===== config.mk =====
export PLATFORM = sky130hd
export DESIGN_NAME = mux4_rr_arbiter_flat
export DESIGN_NICKNAME = d
export VERILOG_FILES = /design/src/rtl/mux4_rr_arbiter_if.sv /design/src/rtl/mux4_rr_arbiter.sv /design/src/flat_wrapper.sv
export SDC_FILE = /design/constraint.sdc
export NUM_CORES = 1
export LEC_CHECK = 0
export CAP_MARGIN = 25
export CORE_MARGIN = 4
export CORE_UTILIZATION = 40
export CTS_CLUSTER_DIAMETER = 200
export DETAILED_ROUTE_END_ITERATION = 10
export SYNTH_ARGS = -nofsm -noshare
export SYNTH_HDL_FRONTEND = slang
export SYNTH_SLANG_ARGS = --single-unit

===== constraint.sdc =====
create_clock -name clk -period 2.21 [get_ports clk]
set_clock_uncertainty 0.1 [all_clocks]
set_input_delay 0.442 -clock clk [delete_from_list [all_inputs] [get_ports clk]]
set_output_delay 0.442 -clock clk [all_outputs]
set_load 0.005 [all_outputs]

===== src/rtl/mux4_rr_arbiter_if.sv =====
`default_nettype none
// ============================================================================
// Module      : mux4_rr_arbiter_if
// Description : Request/grant bundle between requesters (master) and the
//               round-robin mux arbiter (slave). lock exists with ARB_LOCK_EN.
// Revision    : 1.0 - initial release
// ============================================================================
interface mux4_rr_arbiter_if;
    logic [3:0] req;
    logic [3:0] gnt;
    logic [1:0] sel;
    logic       busy;
`ifdef ARB_LOCK_EN
    logic       lock;

    modport master (
        output req,
        output lock,
        input  gnt,
        input  sel,
        input  busy
    );

    modport slave (
        input  req,
        input  lock,
        output gnt,
        output sel,
        output busy
    );
`else
    modport master (
        output req,
        input  gnt,
        input  sel,
        input  busy
    );

    modport slave (
        input  req,
        output gnt,
        output sel,
        output busy
    );
`endif
endinterface : mux4_rr_arbiter_if
`default_nettype wire


===== src/rtl/mux4_rr_arbiter.sv =====
`default_nettype none
// ============================================================================
// Module      : mux4_rr_arbiter
// Description : Round-robin scheduler driving the select of a 4:1 mux, with a
//               hold timer bounding each owner's tenure. Optional macro
//               ARB_LOCK_EN adds a lock input that suppresses timeout preemption.
// Revision    : 1.0 - initial release
// ============================================================================
module mux4_rr_arbiter #(
    parameter int HOLD_MAX = 8,
    parameter int CNT_W    = 4
) (
    input  wire logic          clk,
    input  wire logic          rst_n,
    mux4_rr_arbiter_if.slave   bus
);

    typedef enum logic [0:0] {
        ST_IDLE  = 1'b0,
        ST_GRANT = 1'b1
    } state_t;

    localparam logic [CNT_W-1:0] CNT_MAX = CNT_W'(HOLD_MAX - 1);

    state_t           state_q;
    logic [3:0]       gnt_q;
    logic [1:0]       sel_q;
    logic             busy_q;
    logic [1:0]       ptr_q;
    logic [CNT_W-1:0] cnt_q;

    logic [3:0]       others_d;
    logic [1:0]       next_ptr_d;
    logic [1:0]       next_own_d;
    logic             owner_req_d;
    logic             timeout_d;
    logic             lock_d;

    // First set bit of r, searching cyclically upward from start.
    function automatic logic [1:0] pick(input logic [3:0] r, input logic [1:0] start);
        logic [1:0] idx;
        pick = start;
        for (int i = 3; i >= 0; i--) begin
            idx = start + 2'(i);
            if (r[idx]) begin
                pick = idx;
            end
        end
    endfunction

`ifdef ARB_LOCK_EN
    assign lock_d = bus.lock;
`else
    assign lock_d = 1'b0;
`endif

    assign others_d    = bus.req & ~gnt_q;
    assign owner_req_d = bus.req[sel_q];
    assign next_ptr_d  = pick(bus.req, ptr_q);
    assign next_own_d  = pick(others_d, sel_q + 2'd1);
    assign timeout_d   = (cnt_q == CNT_MAX) && !lock_d;

    always_ff @(posedge clk or negedge rst_n) begin
        if (!rst_n) begin
            state_q <= ST_IDLE;
            gnt_q   <= 4'b0000;
            sel_q   <= 2'd0;
            busy_q  <= 1'b0;
            ptr_q   <= 2'd0;
            cnt_q   <= '0;
        end else begin
            case (state_q)
                ST_IDLE: begin
                    if (|bus.req) begin
                        state_q <= ST_GRANT;
                        gnt_q   <= 4'b0001 << next_ptr_d;
                        sel_q   <= next_ptr_d;
                        busy_q  <= 1'b1;
                        cnt_q   <= '0;
                    end
                end
                ST_GRANT: begin
                    if (!owner_req_d) begin
                        ptr_q <= sel_q + 2'd1;
                        cnt_q <= '0;
                        if (|others_d) begin
                            gnt_q <= 4'b0001 << next_own_d;
                            sel_q <= next_own_d;
                        end else begin
                            // sel keeps the last owner so the mux output stays stable.
                            state_q <= ST_IDLE;
                            gnt_q   <= 4'b0000;
                            busy_q  <= 1'b0;
                        end
                    end else if (timeout_d && (|others_d)) begin
                        ptr_q <= sel_q + 2'd1;
                        cnt_q <= '0;
                        gnt_q <= 4'b0001 << next_own_d;
                        sel_q <= next_own_d;
                    end else if (cnt_q != CNT_MAX) begin
                        cnt_q <= cnt_q + 1'b1;
                    end
                end
                default: begin
                    state_q <= ST_IDLE;
                    gnt_q   <= 4'b0000;
                    busy_q  <= 1'b0;
                end
            endcase
        end
    end

    assign bus.gnt  = gnt_q;
    assign bus.sel  = sel_q;
    assign bus.busy = busy_q;

endmodule : mux4_rr_arbiter
`default_nettype wire


===== src/flat_wrapper.sv =====
// flat-port wrapper written by rule: the top's interface ports become plain ports
module mux4_rr_arbiter_flat 
#(
    parameter int HOLD_MAX = 8,
    parameter int CNT_W    = 4
)
  (clk, rst_n, bus_req, bus_gnt, bus_sel, bus_busy);
  mux4_rr_arbiter_if bus_i ();
  input  wire logic clk;
  input  wire logic rst_n;
  input wire logic [$bits(bus_i.req)-1:0] bus_req;
  output wire logic [$bits(bus_i.gnt)-1:0] bus_gnt;
  output wire logic [$bits(bus_i.sel)-1:0] bus_sel;
  output wire logic [$bits(bus_i.busy)-1:0] bus_busy;
  assign bus_i.req = bus_req;
  assign bus_gnt = bus_i.gnt;
  assign bus_sel = bus_i.sel;
  assign bus_busy = bus_i.busy;
  mux4_rr_arbiter #(.HOLD_MAX(HOLD_MAX), .CNT_W(CNT_W)) u_core (.clk(clk), .rst_n(rst_n), .bus(bus_i));
endmodule

==> results of run 1 <==
critical path: stages:
cell             delay, ps
clkdlybuf4s50_1        520
nor2b_1                200
a2111oi_2              340
a211oi_1               100
and2_1                 220
a221o_1                350
registers in the layout, indices dropped and copies added (netlist names):
register	flops
u_core.ptr_q	2
u_core.bus.sel	2
u_core.bus.busy	1
u_core.cnt_q	4
u_core.state_q	1
u_core.bus.gnt	4
report_power, final:
group / internal (mW) / total, mW / switching, mW / leakage [nW]
combinational: 0.527 / 0.982 / 0.456 / 0.403
sequential: 0.357 / 0.496 / 0.139 / 0.174
clock: 0.100 / 0.189 / 0.0883 / 0.0210
what timing repair did:
item,in CTS,in global routing
pin swaps,1,1
gates resized for setup,0,7
setup endpoints to repair,3,6
buffers inserted,1,0
layout make-up:
| type | count | area share |
|---|---|---|
| clock buffers | 4 | 0.0275 |
| inverters | 5 | 0.0142 |
| multi-input cells | 91 | 0.466 |
| flip-flops and latches | 14 | 0.266 |
| well taps | 28 | 0.0266 |
| repair buffers | 30 | 0.199 |
cell usage in the layout, fill, tap and decap left out, types with 4 or more instances in the layout:
cell type	synthesis	final
nor2b_1	7	7
nand2b_1	5	4
a221o_1	4	4
o21ai_0	10	10
nand3_1	4	4
dfrtp_1	14	14
buf_4	1	18
clkdlybuf4s50_1	0	9
nor2_1	6	6
nand2_1	12	12
inv_1	5	5
metal layers:
metal	routed length (µm)	vias to the layer above	part of all wire	GRT usage
met2	1250	33	0.46	0.266
met3	203	4	0.076	0.0401
met4	29	0	0.011	0.0563
met1	1210	476	0.45	0.234
met5	0	-	0	0
li1	-	490	-	-
how the worst min path moves through the flow:
stage	startpoint	endpoint	cells after the start
2_1_floorplan	rst_n	u_core.bus.busy$_DFFE_PN0P_	0
3_3_place_gp	u_core.cnt_q[3]$_DFFE_PN0P_	u_core.cnt_q[3]$_DFFE_PN0P_	1
3_5_place_dp	u_core.cnt_q[3]$_DFFE_PN0P_	u_core.cnt_q[3]$_DFFE_PN0P_	1
4_1_cts	u_core.cnt_q[3]$_DFFE_PN0P_	u_core.cnt_q[3]$_DFFE_PN0P_	1
5_1_grt	u_core.cnt_q[0]$_DFFE_PN0P_	u_core.cnt_q[0]$_DFFE_PN0P_	1
6_report	u_core.cnt_q[3]$_DFFE_PN0P_	u_core.cnt_q[3]$_DFFE_PN0P_	1
through the flow:
stage	area (µm²)	setup WS, ps	TNS (ps)	cells	hold slack (ps)
2_1_floorplan	991	330	0	114	46.4
3_3_place_gp	1250	-241	-1500	167	379
3_5_place_dp	1250	-355	-2010	167	391
4_1_cts	1300	19.2	0	172	404
5_1_grt	1320	16.4	0	172	450
6_report	1320	101	0	172	399
logic make-up after synthesis:
| kind of cell | after synthesis | share of synthesized area |
|---|---|---|
| AND/OR/NAND/NOR | 52 | 0.304 |
| AO/OA/AOI/OAI | 36 | 0.258 |
| flip-flops | 14 | 0.354 |
| buffers and inverters | 9 | 0.0404 |
| XOR/XNOR | 1 | 0.00884 |
| multiplexers | 1 | 0.0227 |
| adder cells (fa/ha/maj) | 1 | 0.0126 |
==> flow_summary.yaml, run 1 <==
placement:
  port_buffers: 12
  dpl.hpwl_um: 2050
  gp_congestion: 0.879
global_routing:
  grt-ovfl-total: 0
  grt_pass1_vias: 953
  antenna_found_initial: 0
  grt_max_degree: 15
  grt_pass1_wl_um: 4460
  track_usage: 0.171
synthesis:
  ys_top_cells_by_count: "14 x dfrtp_1, 12 x nand2_1, 10 x o21ai_0"
  synth_edf_count: 0
  synth_top_area_share: 0.354
  synth_area_leaders: "dfrtp_1 35%, o21ai_0 5.1%, nand2_1 4.5%, nor2b_1 4.4%, a221o_1 4.0%"
  ys_types: 39
  synth_ff_type: "dfrtp_1"
  synth_largest_area_cell: "dfrtp_1"
  ys_seq_area_frac: 0.354
  async_flop_share: 1.00
  yosysMostFrequentCell: "dfrtp_1"
  synthCells: 114
  ys_ff_latch: 14
  ys.warnings.count: 0
  syn_area_um2: 991
  syn-num-nets: 121
  synth.avg_cell_area_um2: 8.69
cts:
  cts_buffer_depth: 2
  cts_buffers: 3
  insertion_delay_ps: 290
  clock-sinks: 14
  cts_tree: "done"
  htreeDepth: 1
  clockRootBuffer: "clkbuf_4"
  postCtsHoldBufs: 0
  cts.reportedPaths.clkPinSlew_ps: 90
setup_path:
  r2r_cells: 5
  worstSetupPathType: "input pin to flip-flop"
  crit_start: "bus_req[1]"
  setup.worst_path.start_class: "input pin"
  cp.arrival_ps: 2180
  crit-reg2reg-capture: "u_core.bus.sel[1]$_DFFE_PN0P_"
  regToRegStartpoint: "u_core.bus.sel[0]$_DFFE_PN0P_"
  end_kind: "flip-flop"
  cp.required_ps: 2290
  cp_max_fo: 6
  critPathCapture: "u_core.bus.gnt[2]$_DFFE_PN0P_"
  reg2reg_slack_ps: 230
routing:
  first_pass_iters: 4
  drtAntennaViolNets: 0
  post-route-drc-count: 0
  wl_um: 2680
  wl_per_cell_um: 15.6
  drt-initial-drc-count: 31
  vias: 1003
  drt-vias-per-instance: 5.83
finish:
  fill_cells: 209
  seq_area_um2: 350
  final_nets: 152
  final_core_utilization: 0.579
  drive_above_1_share: 0.201
  n_antenna_cell: 0
  area_growth_pct: 33.0
  multi_input_area_um2: 614
floorplanning:
  coreArea_mm2: 0.00228
  start_util: 0.435
  core.rowCount: 17
  die_h_um: 57.8
  io-pin-count: 13
  die_width_um: 57.8
  die-area_mm2: 0.00334
sta:
  fmax_mhz: 474
  min_period_ps: 2110
  setup_viol: 0
  relSlewSlack: 0.559
  slew_violations: 0
  worst_slew_pin_slew_ps: 660
  finalCritPeriodShare: 0.954
  rsz0062_at_grt: "false"
  finalHoldViolations: 0
pwr:
  total_leakage_power_nw: 0.599
  power.density_mw_per_mm2: 1270
  peakVddDrop_v: 0.000815
  p_total_mw: 1.67
status:
  outcome: "finished, final reports clean"
worst_hold_path:
  min_path_type: "flip-flop to flip-flop"
job:
  drv_cap: 0
No activity file was read; power rests on OpenSTA's default activity.
==> inputs of run 2 (changes only) <==
--- a/config.mk
+++ b/config.mk
@@ -6,10 +6,12 @@
 export NUM_CORES = 1
 export LEC_CHECK = 0
 export CAP_MARGIN = 25
-export CORE_MARGIN = 4
+export CORE_MARGIN = 3
 export CORE_UTILIZATION = 40
 export CTS_CLUSTER_DIAMETER = 200
+export CTS_CLUSTER_SIZE = 20
 export DETAILED_ROUTE_END_ITERATION = 10
 export SYNTH_ARGS = -nofsm -noshare
 export SYNTH_HDL_FRONTEND = slang
 export SYNTH_SLANG_ARGS = --single-unit
+export TNS_END_PERCENT = 50
==> run 2 against run 1 <==
Net effect:
- clock power up 3%
- first-iteration DRC count up 45%
- sequential share of layout area up 0.13 points
- worst setup slack worse by 20 ps
- via count up 2.1%
- worst hold slack better by 30 ps
- wire length down 0.52%
- non-clock buffer count unchanged
- critical path depth up 1
- utilization down 0.27 points
- fmax down 0.93%
- combinational power down 1%
- largest cell class unchanged
- highest routed layer unchanged
==> flow_summary.yaml, run 2 (synthesized netlist as in run 1, its figures left out) <==
cts:
  htreeDepth: 1
  clockRootBuffer: "clkbuf_4"
  clock-sinks: 14
  postCtsHoldBufs: 0
  cts_buffer_depth: 2
  cts.reportedPaths.clkPinSlew_ps: 90
  cts_tree: "done"
  insertion_delay_ps: 290
  cts_buffers: 3
floorplanning:
  die-area_mm2: 0.00311
  start_util: 0.435
  die_width_um: 55.8
  die_h_um: 55.8
  coreArea_mm2: 0.00228
  core.rowCount: 17
  io-pin-count: 13
global_routing:
  grt_max_degree: 15
  track_usage: 0.179
  antenna_found_initial: 0
  grt_pass1_vias: 979
  grt_pass1_wl_um: 4500
  grt-ovfl-total: 0
setup_path:
  worstSetupPathType: "input pin to flip-flop"
  crit_path_top_delay_cell: "clkdlybuf4s50_1"
  setup.worst_path.start_class: "input pin"
  cp.required_ps: 2290
  end_kind: "flip-flop"
  cp.arrival_ps: 2210
  cpPeakStageDelay_ps: 530
  crit_path_cell_trace: "clkdlybuf4s50_1 > nor2b_1 > a221oi_1 > a211oi_2 > buf_4 > and4_1 > a221o_1"
  cp_max_fo: 7
status:
  outcome: "finished, final reports clean"
pwr:
  power.density_mw_per_mm2: 1260
  peakVddDrop_v: 0.000644
  p_total_mw: 1.66
  total_leakage_power_nw: 0.588
finish:
  n_antenna_cell: 0
  final_nets: 152
  area_growth_pct: 32.3
  mostFrequentLayoutCells: "18 x buf_4, 14 x dfrtp_1, 12 x nand2_1"
  fin_area_mm2: 0.00131
  drive_above_1_share: 0.194
  fill_cells: 231
  final_common_cell: "buf_4"
routing:
  first_pass_iters: 4
  drt-initial-drc-count: 45
  post-route-drc-count: 0
  drt-vias-per-instance: 5.95
  wl_um: 2670
  drtAntennaViolNets: 0
  vias: 1024
  wl_per_cell_um: 15.5
sta:
  fin_ws_ps: 80.9
  finalCritPeriodShare: 0.963
  setup_viol: 0
  min_period_ps: 2130
  whs_ps: 429
  finalHoldViolations: 0
  fmax_mhz: 470
  worst_slew_pin_slew_ps: 639
  rsz0062_at_grt: "true"
  slew_violations: 0
  relSlewSlack: 0.573
worst_hold_path:
  min_path_type: "flip-flop to flip-flop"
placement:
  gp_congestion: 0.825
  post-place-ws_ps: -277
  dpl.hpwl_um: 2030
  port_buffers: 12
  dpl_cell_area_mm2: 0.00126
job:
  drv_cap: 0
[run 2: cell type report]
class,instances,area [µm²],area share
Multi-Input combinational cell,91,611,0.466
Inverter,5,18.8,0.0143
Clock buffer,4,36.3,0.0277
Tap cell,28,35.0,0.0267
Timing Repair Buffer,30,260,0.198
Sequential cell,14,350,0.267
[run 2: routing by layer]
| metal | wire length, µm | vias to the layer above | global-route usage |
|---|---|---|---|
| met1 | 1330 | 490 | 0.245 |
| met2 | 1170 | 35 | 0.269 |
| li1 | - | 489 | - |
| met3 | 130 | 10 | 0.0394 |
| met5 | 0 | - | 0 |
| met4 | 41 | 0 | 0.0799 |
[run 2: worst max-delay path, delay by kind of cell]
family / cells / cell delay (ps)
AOI/OAI and AO/OA: 3 / 680
buffers and inverters: 2 / 680
and+or+nand+nor: 2 / 400
[run 2: power breakdown]
group	internal, mW	switching (mW)
Combinational	0.522	0.448
Sequential	0.357	0.134
Clock	0.100	0.0935
Total	0.980	0.676
[run 2: metrics by stage]
stage,TNS [ps],utilization,instances
5_1_grt,-19.4,0.576,172
2_1_floorplan,0,-,114
3_5_place_dp,-1780,0.554,168
3_3_place_gp,-1520,0.554,168
4_1_cts,0,0.570,172
6_report,0,0.576,172
[run 2: final timing paths]
| path | from | endpoint | slack [ps] | depth (start not counted) |
|---|---|---|---|---|
| max | bus_req[3] | u_core.bus.gnt[3]$_DFFE_PN0P_ | 80 | 7 |
| min | u_core.cnt_q[3]$_DFFE_PN0P_ | u_core.cnt_q[3]$_DFFE_PN0P_ | 430 | 1 |
| max reg2reg | u_core.bus.sel[1]$_DFFE_PN0P_ | u_core.bus.gnt[3]$_DFFE_PN0P_ | 230 | 6 |
| min reg2reg | u_core.cnt_q[3]$_DFFE_PN0P_ | u_core.cnt_q[3]$_DFFE_PN0P_ | 430 | 1 |
| max in group asynchronous | rst_n | u_core.bus.busy$_DFFE_PN0P_ | 1160 | 1 |
| min in group asynchronous | rst_n | u_core.ptr_q[0]$_DFFE_PN0P_ | 440 | 1 |
[run 2: timing repair]
item,4_1_cts,5_1_grt
gates resized for setup,0,6
setup buffers,0,0
setup endpoints to repair,0,6
==> inputs of run 3 (changes only) <==
--- a/config.mk
+++ b/config.mk
@@ -8,9 +8,11 @@
 export CAP_MARGIN = 25
 export CORE_MARGIN = 3
 export CORE_UTILIZATION = 40
+export CTS_BUF_LIST = sky130_fd_sc_hd__clkbuf_4 sky130_fd_sc_hd__clkbuf_8
 export CTS_CLUSTER_DIAMETER = 200
 export CTS_CLUSTER_SIZE = 20
 export DETAILED_ROUTE_END_ITERATION = 10
+export REMOVE_ABC_BUFFERS = 1
 export SYNTH_ARGS = -nofsm -noshare
 export SYNTH_HDL_FRONTEND = slang
 export SYNTH_SLANG_ARGS = --single-unit
==> run 3 against run 2 <==
Net effect:
- sequential share of layout area rose by 0.31 points
- flip-flop and latch count stayed put
- register-to-register slack worse by 30 ps
- worst hold slack worse by 23 ps
- global-route usage down 0.69 points
- clock power fell by 28%
==> flow_summary.yaml, run 3 (synthesized netlist as in run 1, its figures left out) <==
status:
  outcome: "finished, final reports clean"
sta:
  fin_ws_ps: 138
  min_period_ps: 2070
  setup_viol: 0
  relSlewSlack: 0.563
  slew_violations: 0
  fmax_mhz: 483
  finalHoldViolations: 0
  rsz0062_at_grt: "false"
  worst_slew_pin_slew_ps: 653
  finalCritPeriodShare: 0.938
finish:
  n_antenna_cell: 0
  final_nets: 152
  area_growth_pct: 30.8
  fin_cells: 171
  final_core_utilization: 0.570
  drive_above_1_share: 0.182
  fin_area_mm2: 0.00130
  final_common_cell: "buf_4"
  mostFrequentLayoutCells: "18 x buf_4, 14 x dfrtp_1, 12 x nand2_1"
floorplanning:
  die_width_um: 55.8
  die-area_mm2: 0.00311
  die_h_um: 55.8
  start_util: 0.435
  io-pin-count: 13
  coreArea_mm2: 0.00228
  core.rowCount: 17
routing:
  drt-initial-drc-count: 48
  first_pass_iters: 5
  wl_met2_um: 1120
  wl_um: 2450
  wl_per_cell_um: 14.4
  vias: 994
  drt-vias-per-instance: 5.81
  met1_length_um: 1080
  top_layer: "met4"
  drtAntennaViolNets: 0
  met3_length_um: 199
  post-route-drc-count: 0
setup_path:
  cp_max_fo: 6
  r2r_cells: 6
  end_kind: "flip-flop"
  worstSetupPathType: "input pin to flip-flop"
  crit-reg2reg-capture: "u_core.bus.gnt[3]$_DFFE_PN0P_"
  cp.arrival_ps: 2140
  cp.required_ps: 2280
  setup.worst_path.start_class: "input pin"
  crit_start: "bus_req[1]"
  critPathCapture: "u_core.bus.gnt[3]$_DFFE_PN0P_"
  reg2reg_slack_ps: 200
  regToRegStartpoint: "u_core.bus.sel[1]$_DFFE_PN0P_"
pwr:
  p_total_mw: 1.56
  peakVddDrop_v: 0.000742
  total_leakage_power_nw: 0.591
  power.density_mw_per_mm2: 1210
cts:
  htreeDepth: 1
  cts_buffers: 3
  insertion_delay_ps: 280
  cts_buffer_depth: 2
  cts_setup_buffers: 0
  cts.reportedPaths.clkPinSlew_ps: 70
  cts_tree: "done"
  postCtsHoldBufs: 0
  clockRootBuffer: "clkbuf_4"
  clock-sinks: 14
  ctsResizeCount: 0
global_routing:
  grt-ovfl-total: 0
  track_usage: 0.172
  grt_pass1_vias: 975
  grt_max_degree: 15
  antenna_found_initial: 0
  grt_pass1_wl_um: 4330
placement:
  dpl.hpwl_um: 1920
  placed_cells: 168
  post-place-ws_ps: -261
  port_buffers: 12
  gp_congestion: 0.836
  dpl_cell_area_mm2: 0.00126
worst_hold_path:
  whs_path_depth: 1
  min_path_type: "flip-flop to flip-flop"
job:
  drv_cap: 0
-- run 3: how the worst min path moves through the flow --
stage | slack [ps] | from | to
after detailed placement | 390 | u_core.cnt_q[3]$_DFFE_PN0P_ | u_core.cnt_q[3]$_DFFE_PN0P_
after floorplan | 50 | rst_n | u_core.bus.busy$_DFFE_PN0P_
after CTS | 400 | u_core.cnt_q[3]$_DFFE_PN0P_ | u_core.cnt_q[3]$_DFFE_PN0P_
after global routing | 420 | u_core.cnt_q[3]$_DFFE_PN0P_ | u_core.cnt_q[3]$_DFFE_PN0P_
final | 410 | u_core.cnt_q[3]$_DFFE_PN0P_ | u_core.cnt_q[3]$_DFFE_PN0P_
after global placement | 380 | u_core.cnt_q[3]$_DFFE_PN0P_ | u_core.cnt_q[3]$_DFFE_PN0P_
-- run 3: where the power goes --
part	internal (mW)	switching, mW
combinational	0.505	0.421
sequential	0.357	0.141
clock	0.0633	0.0756
total	0.926	0.637
-- run 3: area by class of cell --
| type | instances | area, µm² |
|---|---|---|
| clock buffers | 3 | 22.5 |
| inverters | 5 | 18.8 |
| flip-flops and latches | 14 | 350 |
| fillers | 203 | 980 |
| multi-input cells | 91 | 607 |
| well taps | 28 | 35.0 |
| repair buffers | 30 | 263 |
-- run 3: per-layer routing --
layer / up-vias / global-route usage
met3: 7 / 0.0534
li1: 495 / -
met2: 36 / 0.265
met1: 456 / 0.218
met4: 0 / 0.0833
met5: - / 0
-- run 3: metrics by stage --
stage	TNS (ps)	hold WS, ps
floorplan	0	46.4
global placement	-1870	381
detailed placement	-1830	388
CTS	0	398
global route	0	423
finish	0	406
-- run 3: worst max-delay path, stage by stage --
cell	delay, ps
clkdlybuf4s50_1	530
nand2b_1	170
a211oi_1	270
a211oi_2	80
buf_4	150
and4_1	200
a221o_1	290
